**config.mk**
```make
export PLATFORM = sky130hd
export DESIGN_NAME = fp_div_result_queue_flat
export DESIGN_NICKNAME = d
export VERILOG_FILES = /design/src/rtl/fp_div_result_queue_if.sv /design/src/rtl/fp_div_result_queue.sv /design/src/flat_wrapper.sv
export SDC_FILE = /design/constraint.sdc
export NUM_CORES = 1
export LEC_CHECK = 0
export ABC_AREA = 1
export CORE_MARGIN = 5
export CORE_UTILIZATION = 45
export CTS_CLUSTER_DIAMETER = 40
export DETAILED_ROUTE_END_ITERATION = 7
export GPL_TIMING_DRIVEN = 1
export SLEW_MARGIN = 20
export SYNTH_ARGS = -nofsm -noshare
export SYNTH_HDL_FRONTEND = slang
export SYNTH_SLANG_ARGS = --single-unit
```
**constraint.sdc**
```tcl
create_clock -name clk -period 43.8 [get_ports clk]
set_input_delay 13.14 -clock clk [delete_from_list [all_inputs] [get_ports clk]]
set_output_delay 13.14 -clock clk [all_outputs]
set_load 0.01 [all_outputs]
```
**src/rtl/fp_div_result_queue_if.sv**
```systemverilog
// Bundles the divider issue/return, consumer dequeue and status signals of the FP divide result queue.
// Latency: none; this file carries wires only.
// Backpressure: credit-based on the issue side (issue_ready) and valid/ready on the dequeue side.
interface fp_div_result_queue_if #(
    parameter int DEPTH = 16,
    parameter int CW    = $clog2(DEPTH + 1)
);
    // Issue side: a division launches on issue_valid & issue_ready
    logic          issue_valid;
    logic          issue_ready;

    // Return side: one beat per divider valid_data_out, never stalled
    logic          res_valid;
    logic [31:0]   res_data;
    logic [4:0]    res_flags;

    // Consumer side
    logic          deq_valid;
    logic          deq_ready;
    logic [31:0]   deq_data;
    logic [4:0]    deq_flags;

    // Status
    logic [4:0]    fflags;
    logic          fflags_clr;
    logic [CW-1:0] occupancy;
    logic [CW-1:0] inflight;
    logic          err;

    // The queue itself
    modport slave (
        input  issue_valid, res_valid, res_data, res_flags, deq_ready, fflags_clr,
        output issue_ready, deq_valid, deq_data, deq_flags, fflags, occupancy, inflight, err
    );

    // The surrounding logic: issuer, divider return and consumer
    modport master (
        output issue_valid, res_valid, res_data, res_flags, deq_ready, fflags_clr,
        input  issue_ready, deq_valid, deq_data, deq_flags, fflags, occupancy, inflight, err
    );
endinterface

```
**src/rtl/fp_div_result_queue.sv**
```systemverilog
// Credit-controlled result FIFO behind a non-stalling FP divider, with sticky IEEE flags (FP_DIV_RESULT_QUEUE_STICKY_FLAGS_EN).
// Latency: a return is visible on deq_* one cycle later; a pop releases a credit one cycle later.
// Backpressure: issue_ready withholds launches when stored + in-flight results would exceed DEPTH; deq side is valid/ready.
module fp_div_result_queue #(
    parameter int DEPTH = 16
) (
    input  logic                 clk,
    input  logic                 rst,
    fp_div_result_queue_if.slave q
);
    localparam int CW = $clog2(DEPTH + 1);
    localparam int AW = $clog2(DEPTH);
    localparam logic [CW-1:0] FULL    = CW'(DEPTH);
    localparam logic [CW:0]   FULL_X  = (CW + 1)'(DEPTH);

    typedef struct packed {
        logic [4:0]  flags;
        logic [31:0] data;
    } entry_t;

    entry_t        mem_q [DEPTH];
    entry_t        mem_d [DEPTH];
    logic [AW-1:0] wr_ptr_q, wr_ptr_d;
    logic [AW-1:0] rd_ptr_q, rd_ptr_d;
    logic [CW-1:0] count_q, count_d;
    logic [CW-1:0] inflight_q, inflight_d;
    logic          err_q, err_d;

    logic          issue_ready;
    logic          launch;
    logic          bad_launch;
    logic          store;
    logic          pop;
    logic          inflight_dec;
    logic [CW:0]   credit_used;
    entry_t        head;

    // Credits in use are everything stored plus everything still inside the divider
    assign credit_used = {1'b0, count_q} + {1'b0, inflight_q};
    assign issue_ready = ~rst & (credit_used < FULL_X);

    assign launch       = q.issue_valid & issue_ready;
    assign bad_launch   = q.issue_valid & ~issue_ready;
    // Space is judged on the pre-pop count, so a return at full is dropped even with a pop
    assign store        = q.res_valid & (count_q != FULL);
    // A return with nothing in flight is still stored but must not wrap the counter
    assign inflight_dec = store & (inflight_q != '0);
    assign pop          = q.deq_valid & q.deq_ready;

    assign head        = mem_q[rd_ptr_q];
    assign q.issue_ready = issue_ready;
    assign q.deq_valid   = (count_q != '0);
    assign q.deq_data    = head.data;
    assign q.deq_flags   = head.flags;
    assign q.occupancy   = count_q;
    assign q.inflight    = inflight_q;
    assign q.err         = err_q;

    // Next-state for storage, pointers, counters and the sticky error
    always_comb begin
        mem_d      = mem_q;
        wr_ptr_d   = wr_ptr_q;
        rd_ptr_d   = rd_ptr_q;
        count_d    = count_q;
        inflight_d = inflight_q;
        err_d      = err_q;

        if (store) begin
            mem_d[wr_ptr_q] = '{flags: q.res_flags, data: q.res_data};
            wr_ptr_d        = wr_ptr_q + AW'(1);
        end

        if (pop) begin
            rd_ptr_d = rd_ptr_q + AW'(1);
        end

        if (store && !pop) begin
            count_d = count_q + CW'(1);
        end else if (!store && pop) begin
            count_d = count_q - CW'(1);
        end

        if (launch && !inflight_dec) begin
            inflight_d = inflight_q + CW'(1);
        end else if (!launch && inflight_dec) begin
            inflight_d = inflight_q - CW'(1);
        end

        if (bad_launch || (q.res_valid && (count_q == FULL)) ||
            (q.res_valid && (inflight_q == '0))) begin
            err_d = 1'b1;
        end
    end

    // State registers; reset flushes everything, including results still in flight
    always_ff @(posedge clk or posedge rst) begin
        if (rst) begin
            for (int i = 0; i < DEPTH; i++) begin
                mem_q[i] <= '0;
            end
            wr_ptr_q   <= '0;
            rd_ptr_q   <= '0;
            count_q    <= '0;
            inflight_q <= '0;
            err_q      <= 1'b0;
        end else begin
            mem_q      <= mem_d;
            wr_ptr_q   <= wr_ptr_d;
            rd_ptr_q   <= rd_ptr_d;
            count_q    <= count_d;
            inflight_q <= inflight_d;
            err_q      <= err_d;
        end
    end

`ifdef FP_DIV_RESULT_QUEUE_STICKY_FLAGS_EN
    logic [4:0] fflags_q, fflags_d;

    // Clear first, then OR in the flags of a stored return so clear+accumulate keeps the new flags
    always_comb begin
        fflags_d = q.fflags_clr ? 5'b0 : fflags_q;
        if (store) begin
            fflags_d = fflags_d | q.res_flags;
        end
    end

    // Sticky flag register
    always_ff @(posedge clk or posedge rst) begin
        if (rst) begin
            fflags_q <= '0;
        end else begin
            fflags_q <= fflags_d;
        end
    end

    assign q.fflags = fflags_q;
`else
    logic unused_fflags_clr;

    assign unused_fflags_clr = q.fflags_clr;
    assign q.fflags          = '0;
`endif

endmodule
```
**src/flat_wrapper.sv**
```systemverilog
// flat-port wrapper written by rule: the top's interface ports become plain ports
module fp_div_result_queue_flat 
#(
    parameter int DEPTH = 16
)
  (clk, rst, q_issue_valid, q_res_valid, q_res_data, q_res_flags, q_deq_ready, q_fflags_clr, q_issue_ready, q_deq_valid, q_deq_data, q_deq_flags, q_fflags, q_occupancy, q_inflight, q_err);
  fp_div_result_queue_if #(.DEPTH(DEPTH)) q_i ();
  input  logic clk;
  input  logic rst;
  input wire logic [$bits(q_i.issue_valid)-1:0] q_issue_valid;
  input wire logic [$bits(q_i.res_valid)-1:0] q_res_valid;
  input wire logic [$bits(q_i.res_data)-1:0] q_res_data;
  input wire logic [$bits(q_i.res_flags)-1:0] q_res_flags;
  input wire logic [$bits(q_i.deq_ready)-1:0] q_deq_ready;
  input wire logic [$bits(q_i.fflags_clr)-1:0] q_fflags_clr;
  output wire logic [$bits(q_i.issue_ready)-1:0] q_issue_ready;
  output wire logic [$bits(q_i.deq_valid)-1:0] q_deq_valid;
  output wire logic [$bits(q_i.deq_data)-1:0] q_deq_data;
  output wire logic [$bits(q_i.deq_flags)-1:0] q_deq_flags;
  output wire logic [$bits(q_i.fflags)-1:0] q_fflags;
  output wire logic [$bits(q_i.occupancy)-1:0] q_occupancy;
  output wire logic [$bits(q_i.inflight)-1:0] q_inflight;
  output wire logic [$bits(q_i.err)-1:0] q_err;
  assign q_i.issue_valid = q_issue_valid;
  assign q_i.res_valid = q_res_valid;
  assign q_i.res_data = q_res_data;
  assign q_i.res_flags = q_res_flags;
  assign q_i.deq_ready = q_deq_ready;
  assign q_i.fflags_clr = q_fflags_clr;
  assign q_issue_ready = q_i.issue_ready;
  assign q_deq_valid = q_i.deq_valid;
  assign q_deq_data = q_i.deq_data;
  assign q_deq_flags = q_i.deq_flags;
  assign q_fflags = q_i.fflags;
  assign q_occupancy = q_i.occupancy;
  assign q_inflight = q_i.inflight;
  assign q_err = q_i.err;
  fp_div_result_queue #(.DEPTH(DEPTH)) u_core (.clk(clk), .rst(rst), .q(q_i));
endmodule
```
==> out/metrics.yaml, run 1 <==
status: "finished clean"
tightest_slew_ns: 1.10
coreArea_um2: 69700
rr_startpoint: "u_core.q.occupancy[1]"
cpPeakStageDelay_ns: 0.53
path_clk_slew_ns: 0.05
fin_ws_ns: 16.13
synth_mux_area_share_pct: 0
cts_root_buffer: "clkbuf_16"
die_y_um: 275
worstSkewPairLatency_ns: 0.66
hold_violations: 0
wl_per_cell_um: 20.8
power_mw: 3.01
ys_seq_area_share_pct: 48.6
post_cts.repair.setup_buffers: 0
rows: 97
critical_path_class: "in -> out"
crit_slowest_cell: "clkdlybuf4s50_1"
grt_pass1_vias: 26475
seqPwrFrac_pct: 31.9
synth_top_area_cell: "dfrtp_1"
vias: 28370
synthXorXnorAreaFrac_pct: 0.278
io_buffers: 91
power.share.clock_pct: 29.7
grt_pass1_wl_um: 164000
pre_cts_slack_ns: 16.14
cts_buffers: 109
dp.final_hpwl_um: 51200
cts_resized: 0
synth_area_leaders: "dfrtp_1, nand2_1, nand3_1, buf_2, nor2_1"
grt_start_max_net_pins: 180
drive_gt1_share_pct: 6.78
clock_skew_ns: 0.0194
min_to: "u_core.mem_q[154]"
power_density_nw_per_um2: 83.7
ir_drop_uv: 47.3
r2r-end: "u_core.mem_q[585]"
hold_ws_ns: 0.462
avgViaCountPerCell: 5.47
clock_sinks: 611
fin_nets: 4201
p_int_mw: 1.79
drc: 0
grt_use_total_pct: 28.2
yosysTopAreaCellShare_pct: 48.6
setup_tns_ns: 0
leakagePower_nw: 18.8
period_minus_slack_ns: 27.67
end_kind: "output pin"
netlist_instances: 4275
gp_congestion: 0.773
first_pass_iters: 5
grt_overflow: 0
ant_nets: 0
io-pin-count: 98
dieArea_um2: 75400
die_x_um: 275
drt_iter0_markers: 3543
critPathLaunchType: "input pin"
routed_wl_um: 108000
cts_tree: "built"
synth-compound-area-share_pct: 3.00
synth_top_family_by_area: "simple AND/OR/NAND/NOR gates"
rr_worst_depth: 8
worstHoldPathCells: 2
worstPathRequired_ns: 30.66
synth_fa_ha_area_share_pct: 0.803
cp.arrival_ns: 14.53
swShare_pct: 40.5
pwr-share-comb_pct: 38.4
hp-class: "reg -> reg"
clock.fmax_mhz: 36.1
synth-simple-area-share_pct: 39.4
path_cells: "clkdlybuf4s50_1, nor2_1, nand2_1, inv_1, nand2_1, inv_1, clkdlybuf4s50_1"
rsz0062_at_grt: "no"
crit_fanout: 3
relSlewSlack_pct: 26.4
post-route-util_pct: 51.7
syn_avg_cell_area_um2: 7.37
hold_buffers: 0
syn_to_final_growth_pct: 14.3
synth-seq-cells: 611
r2r_setup_slack_ns: 40.11
report.final.slew_viol_count: 0
cts_max_path_buffers: 3
synth.cell_area_um2: 31500
p_sw_mw: 1.22
nFillCells: 6896
maxCapViolations: 0
setup_violations: 0
yosysUniqueCellTypes: 28
start_util_pct: 45.2
h-tree-depth: 3
hold_start: "u_core.mem_q[154]"
fin_crit_sh_pct: 63.2
yosys_warnings: 0
antenna_found_initial: 15
worst max-delay path by stage:
stage / endpoint / cells past startpoint / slack [ns] / start
finish: q_issue_ready / 7 / 16.13 / rst
global route: q_issue_ready / 7 / 16.00 / rst
CTS: q_issue_ready / 7 / 16.12 / rst
detailed placement: q_issue_ready / 7 / 16.14 / rst
global placement: q_issue_ready / 7 / 16.09 / rst
floorplan: u_core.mem_q[0] / 1 / 13.55 / rst
synth_stat cells:
cell type     n
nand2_1    1815
buf_4        53
xnor2_1       4
inv_4         1
inv_2         3
inv_1       141
nand2_2       6
o211ai_1     43
nor2_2        6
buf_1        14
buf_12        2
nand4_2       1
a21oi_1       9
nor2_1      222
dfrtp_1     611
buf_2       179
fa_1          2
clkbuf_1    128
conb_1        1
nand4_1       1
xor2_1        6
nand2_8       9
o21ai_0     115
buf_6         7
nand2_4       6
nor2_4       10
nand3_1     863
ha_1         17
through the flow:
step           instance area (um2)  instances
2_1_floorplan                31500       4279
3_3_place_gp                 32000       4968
3_5_place_dp                 32000       4968
4_1_cts                      36000       5173
5_1_grt                      36000       5182
6_report                     36000       5184
power by group through the flow:
stage / Clock [mW] / Sequential [mW] / Combinational [mW]
2_1_floorplan: 0 / 0.924 / 0.802
3_3_place_gp: 0 / 0.958 / 1.14
3_5_place_dp: 0 / 0.965 / 1.15
4_1_cts: 0.905 / 0.959 / 1.15
5_1_grt: 0.935 / 0.991 / 1.29
6_report: 0.896 / 0.962 / 1.16
placed cells by master, fill, tap and decap left out, types with 3 or more instances in the layout:
| cell | Yosys | layout |
|---|---|---|
| a21oi_1 | 9 | 9 |
| inv_8 | 0 | 3 |
| bufinv_16 | 0 | 15 |
| nand2_4 | 6 | 6 |
| o211ai_1 | 43 | 43 |
| o21ai_0 | 115 | 115 |
| inv_2 | 3 | 3 |
| clkbuf_16 | 0 | 113 |
| clkbuf_1 | 128 | 10 |
| inv_6 | 0 | 6 |
| clkinv_4 | 0 | 6 |
| inv_1 | 141 | 137 |
| buf_4 | 53 | 39 |
| clkinvlp_4 | 0 | 10 |
| dfrtp_1 | 611 | 607 |
| clkbuf_8 | 0 | 22 |
| xnor2_1 | 4 | 4 |
| nand2_1 | 1815 | 1815 |
| diode_2 | 0 | 11 |
| ha_1 | 17 | 17 |
| clkdlybuf4s50_1 | 0 | 91 |
| nor2_1 | 222 | 221 |
| nor2_4 | 10 | 16 |
| conb_1 | 1 | 5 |
| nand2_8 | 9 | 9 |
| xor2_1 | 6 | 6 |
| nand3_1 | 863 | 863 |
| clkinv_2 | 0 | 22 |
| nand2_2 | 6 | 6 |
sequential cells by signal, indices dropped and copies added (netlist names):
name and flops:
u_core.mem_q 592, u_core.q.err 1, u_core.q.inflight 5, u_core.q.occupancy 5, u_core.rd_ptr_q 4, u_core.wr_ptr_q 4
per-layer routing:
metal  routed length, um  track usage, %
met1               47000            40.6
met4                3180            8.12
met2               48400            43.8
met3                9070            5.22
met5                   0               0
final cells by class:
| class | count | area [um2] | area share [%] |
|---|---|---|---|
| Clock buffer | 145 | 3170 | 8.80 |
| Multi-Input combinational cell | 3140 | 13800 | 38.2 |
| Sequential cell | 611 | 15300 | 42.5 |
| Timing Repair Buffer | 132 | 1230 | 3.43 |
| Tap cell | 940 | 1180 | 3.27 |
| Inverter | 145 | 586 | 1.63 |
| Antenna cell | 11 | 27.5 | 0.0764 |
| Clock inverter | 60 | 761 | 2.11 |
worst max-delay path, delay by kind of cell:
| kind | cells | cell delay, ns |
|---|---|---|
| simple gates | 3 | 0.25 |
| buf+inv | 4 | 1.15 |
kinds of logic (layout without fill, tap and decap cells):
group,after synthesis,in the layout
adders and majority gates,19,19
and+or+nand+nor,2939,2939
xor gates and xnor gates,10,10
buffers and inverters,528,482
AOI/OAI and AO/OA,167,167
DFF,611,611
other,1,16
(Power assumes the default switching activity.)
==> run 2, diff against run 1 <==
clock period = 27.3 ns   (was 43.8 ns; I/O delays follow)
==> out/metrics.yaml, run 2 (synthesis results as in run 1) <==
io-pin-count: 98  # unchanged
largest_reg_flops: 592  # unchanged
power.share.clock_pct: 29.4  # -0.3 points
die_y_um: 275  # unchanged
rows: 97  # unchanged
final_cell_mix: "nand2_1, nand3_1, dfrtp_1"
largest_register: "u_core.mem_q"
die_x_um: 275  # unchanged
end_kind: "output pin"
period_minus_slack_ns: 17.77
setup_violations: 0  # unchanged
wl_per_cell_um: 21.0  # +0.91%
syn_to_final_growth_pct: 14.1
cts_resized: 0  # unchanged
ant_nets: 0  # unchanged
h-tree-depth: 3  # unchanged
worstPathRequired_ns: 19.11  # -11.55 ns
place_inst: 4969  # +0.020%
fin_nets: 4201  # unchanged
ir_drop_uv: 104  # +120%
pwr-share-comb_pct: 38.6  # +0.2 points
grt_pass1_vias: 26814  # +1.3%
cp.arrival_ns: 9.58  # -4.95 ns
report.final.slew_viol_count: 0  # unchanged
post_cts.repair.setup_buffers: 0  # unchanged
avgViaCountPerCell: 5.47  # about the same
p_int_mw: 2.83  # +58%
cts_max_path_buffers: 3  # unchanged
fin_crit_sh_pct: 65.1
seqPwrFrac_pct: 32.1  # +0.2 points
drc: 0  # unchanged
critPathLaunchType: "input pin"
dp.final_hpwl_um: 51600  # +0.74%
grt_start_max_net_pins: 210  # +17%
critical_path_class: "in -> out"
crit_fanout: 3  # unchanged
grt_use_total_pct: 28.5  # +0.33 points
start_util_pct: 45.2  # unchanged
antenna_found_initial: 20  # +5
drive_gt1_share_pct: 6.76  # -0.016 points
coreArea_um2: 69700  # unchanged
status: "finished clean"
relSlewSlack_pct: 29.0  # +2.6 points
hold_violations: 0  # unchanged
worstSkewPairLatency_ns: 0.66  # about the same
hp-class: "reg -> reg"
clock_skew_ns: 0.0204  # +0.000970 ns
first_pass_iters: 5  # unchanged
cts_buffers: 108  # -0.92%
drt_iter0_markers: 3438  # -3.0%
dieArea_um2: 75400  # unchanged
grt_pass1_wl_um: 166000  # +0.66%
maxCapViolations: 0  # unchanged
p_sw_mw: 1.98  # +62%
gp_congestion: 0.776  # +0.39%
tightest_slew_ns: 1.06  # -0.0395 ns
clock.fmax_mhz: 56.3
io_buffers: 91  # unchanged
final_cells: 5182  # -0.039%
nFillCells: 6922  # +0.38%
cts_tree: "built"
rr_worst_depth: 11  # +3
clock_sinks: 611  # unchanged
cts_root_buffer: "clkbuf_16"
hold_buffers: 0  # unchanged
rsz0062_at_grt: "no"
grt_overflow: 0  # unchanged
leakagePower_nw: 18.7  # -0.58%
power_density_nw_per_um2: 134  # +60%
swShare_pct: 41.1  # +0.54 points
setup_tns_ns: 0  # unchanged
layout_commonest_cell: "nand2_1"
worstHoldPathCells: 2  # unchanged
path_clk_slew_ns: 0.05  # about the same
routed_wl_um: 109000  # +0.87%
vias: 28343  # -0.095%
-- run 2: changes by cell type in the layout (fill, tap and decap cells not counted), sizes merged --
cell,delta
clkbuf,-17
clkinvlp,+13
clkinv,-5
diode,+3
inv,+3
buf,+1
-- run 2: worst max-delay path, cell delays in order --
cell and delay [ns]:
clkdlybuf4s50_1 0.51, nor2_1 0.13, nand2_1 0.05, inv_1 0.05, nand2_1 0.07, inv_1 0.06, clkdlybuf4s50_1 0.53
-- run 2: final timing paths --
path | startpoint | slack [ns] | endpoint
worst max register to register | u_core.q.occupancy[0] | 21.54 | u_core.mem_q[98]
max in group asynchronous | rst | 16.70 | u_core.mem_q[97]
worst max-delay path | rst | 9.53 | q_issue_ready
worst min register to register | u_core.mem_q[154] | 0.46 | u_core.mem_q[154]
min in group asynchronous | rst | 8.12 | u_core.q.err
worst min-delay path | u_core.mem_q[154] | 0.46 | u_core.mem_q[154]
-- run 2: final cells by class --
class / instances / area (um2) / area share [%]
Sequential cell: 611 / 15300 / 42.6
Inverter: 145 / 586 / 1.63
Tap cell: 940 / 1180 / 3.27
Clock buffer: 128 / 2940 / 8.19
Clock inverter: 71 / 885 / 2.46
Timing Repair Buffer: 133 / 1240 / 3.45
Antenna cell: 14 / 35.0 / 0.0975
Multi-Input combinational cell: 3140 / 13800 / 38.3
-- run 2: power by group through the flow --
| stage | combinational, mW | clock [mW] | sequential (mW) |
|---|---|---|---|
| detailed placement | 1.85 | 0 | 1.55 |
| CTS | 1.86 | 1.43 | 1.54 |
| floorplan | 1.29 | 0 | 1.48 |
| finish | 1.86 | 1.41 | 1.54 |
| global route | 2.08 | 1.47 | 1.59 |
| global placement | 1.83 | 0 | 1.54 |
-- run 2: through the flow --
stage | area (um2) | hold WS [ns] | utilization (%) | setup WS, ns | power, mW
finish | 35900 | 0.461 | 51.6 | 9.53 | 4.81
global route | 35900 | 0.478 | 51.6 | 9.44 | 5.15
detailed placement | 32100 | 0.453 | 46.0 | 9.53 | 3.40
CTS | 35900 | 0.464 | 51.5 | 9.52 | 4.82
floorplan | 31500 | 0.437 | - | 2.00 | 2.77
global placement | 32100 | 0.448 | 46.0 | 9.49 | 3.37
-- run 2: metal layers --
layer / wire length [um] / global-route usage [%]
met1: 47400 / 41.0
met2: 48700 / 43.2
met3: 8820 / 5.43
met4: 3640 / 10.7
met5: 27 / 0
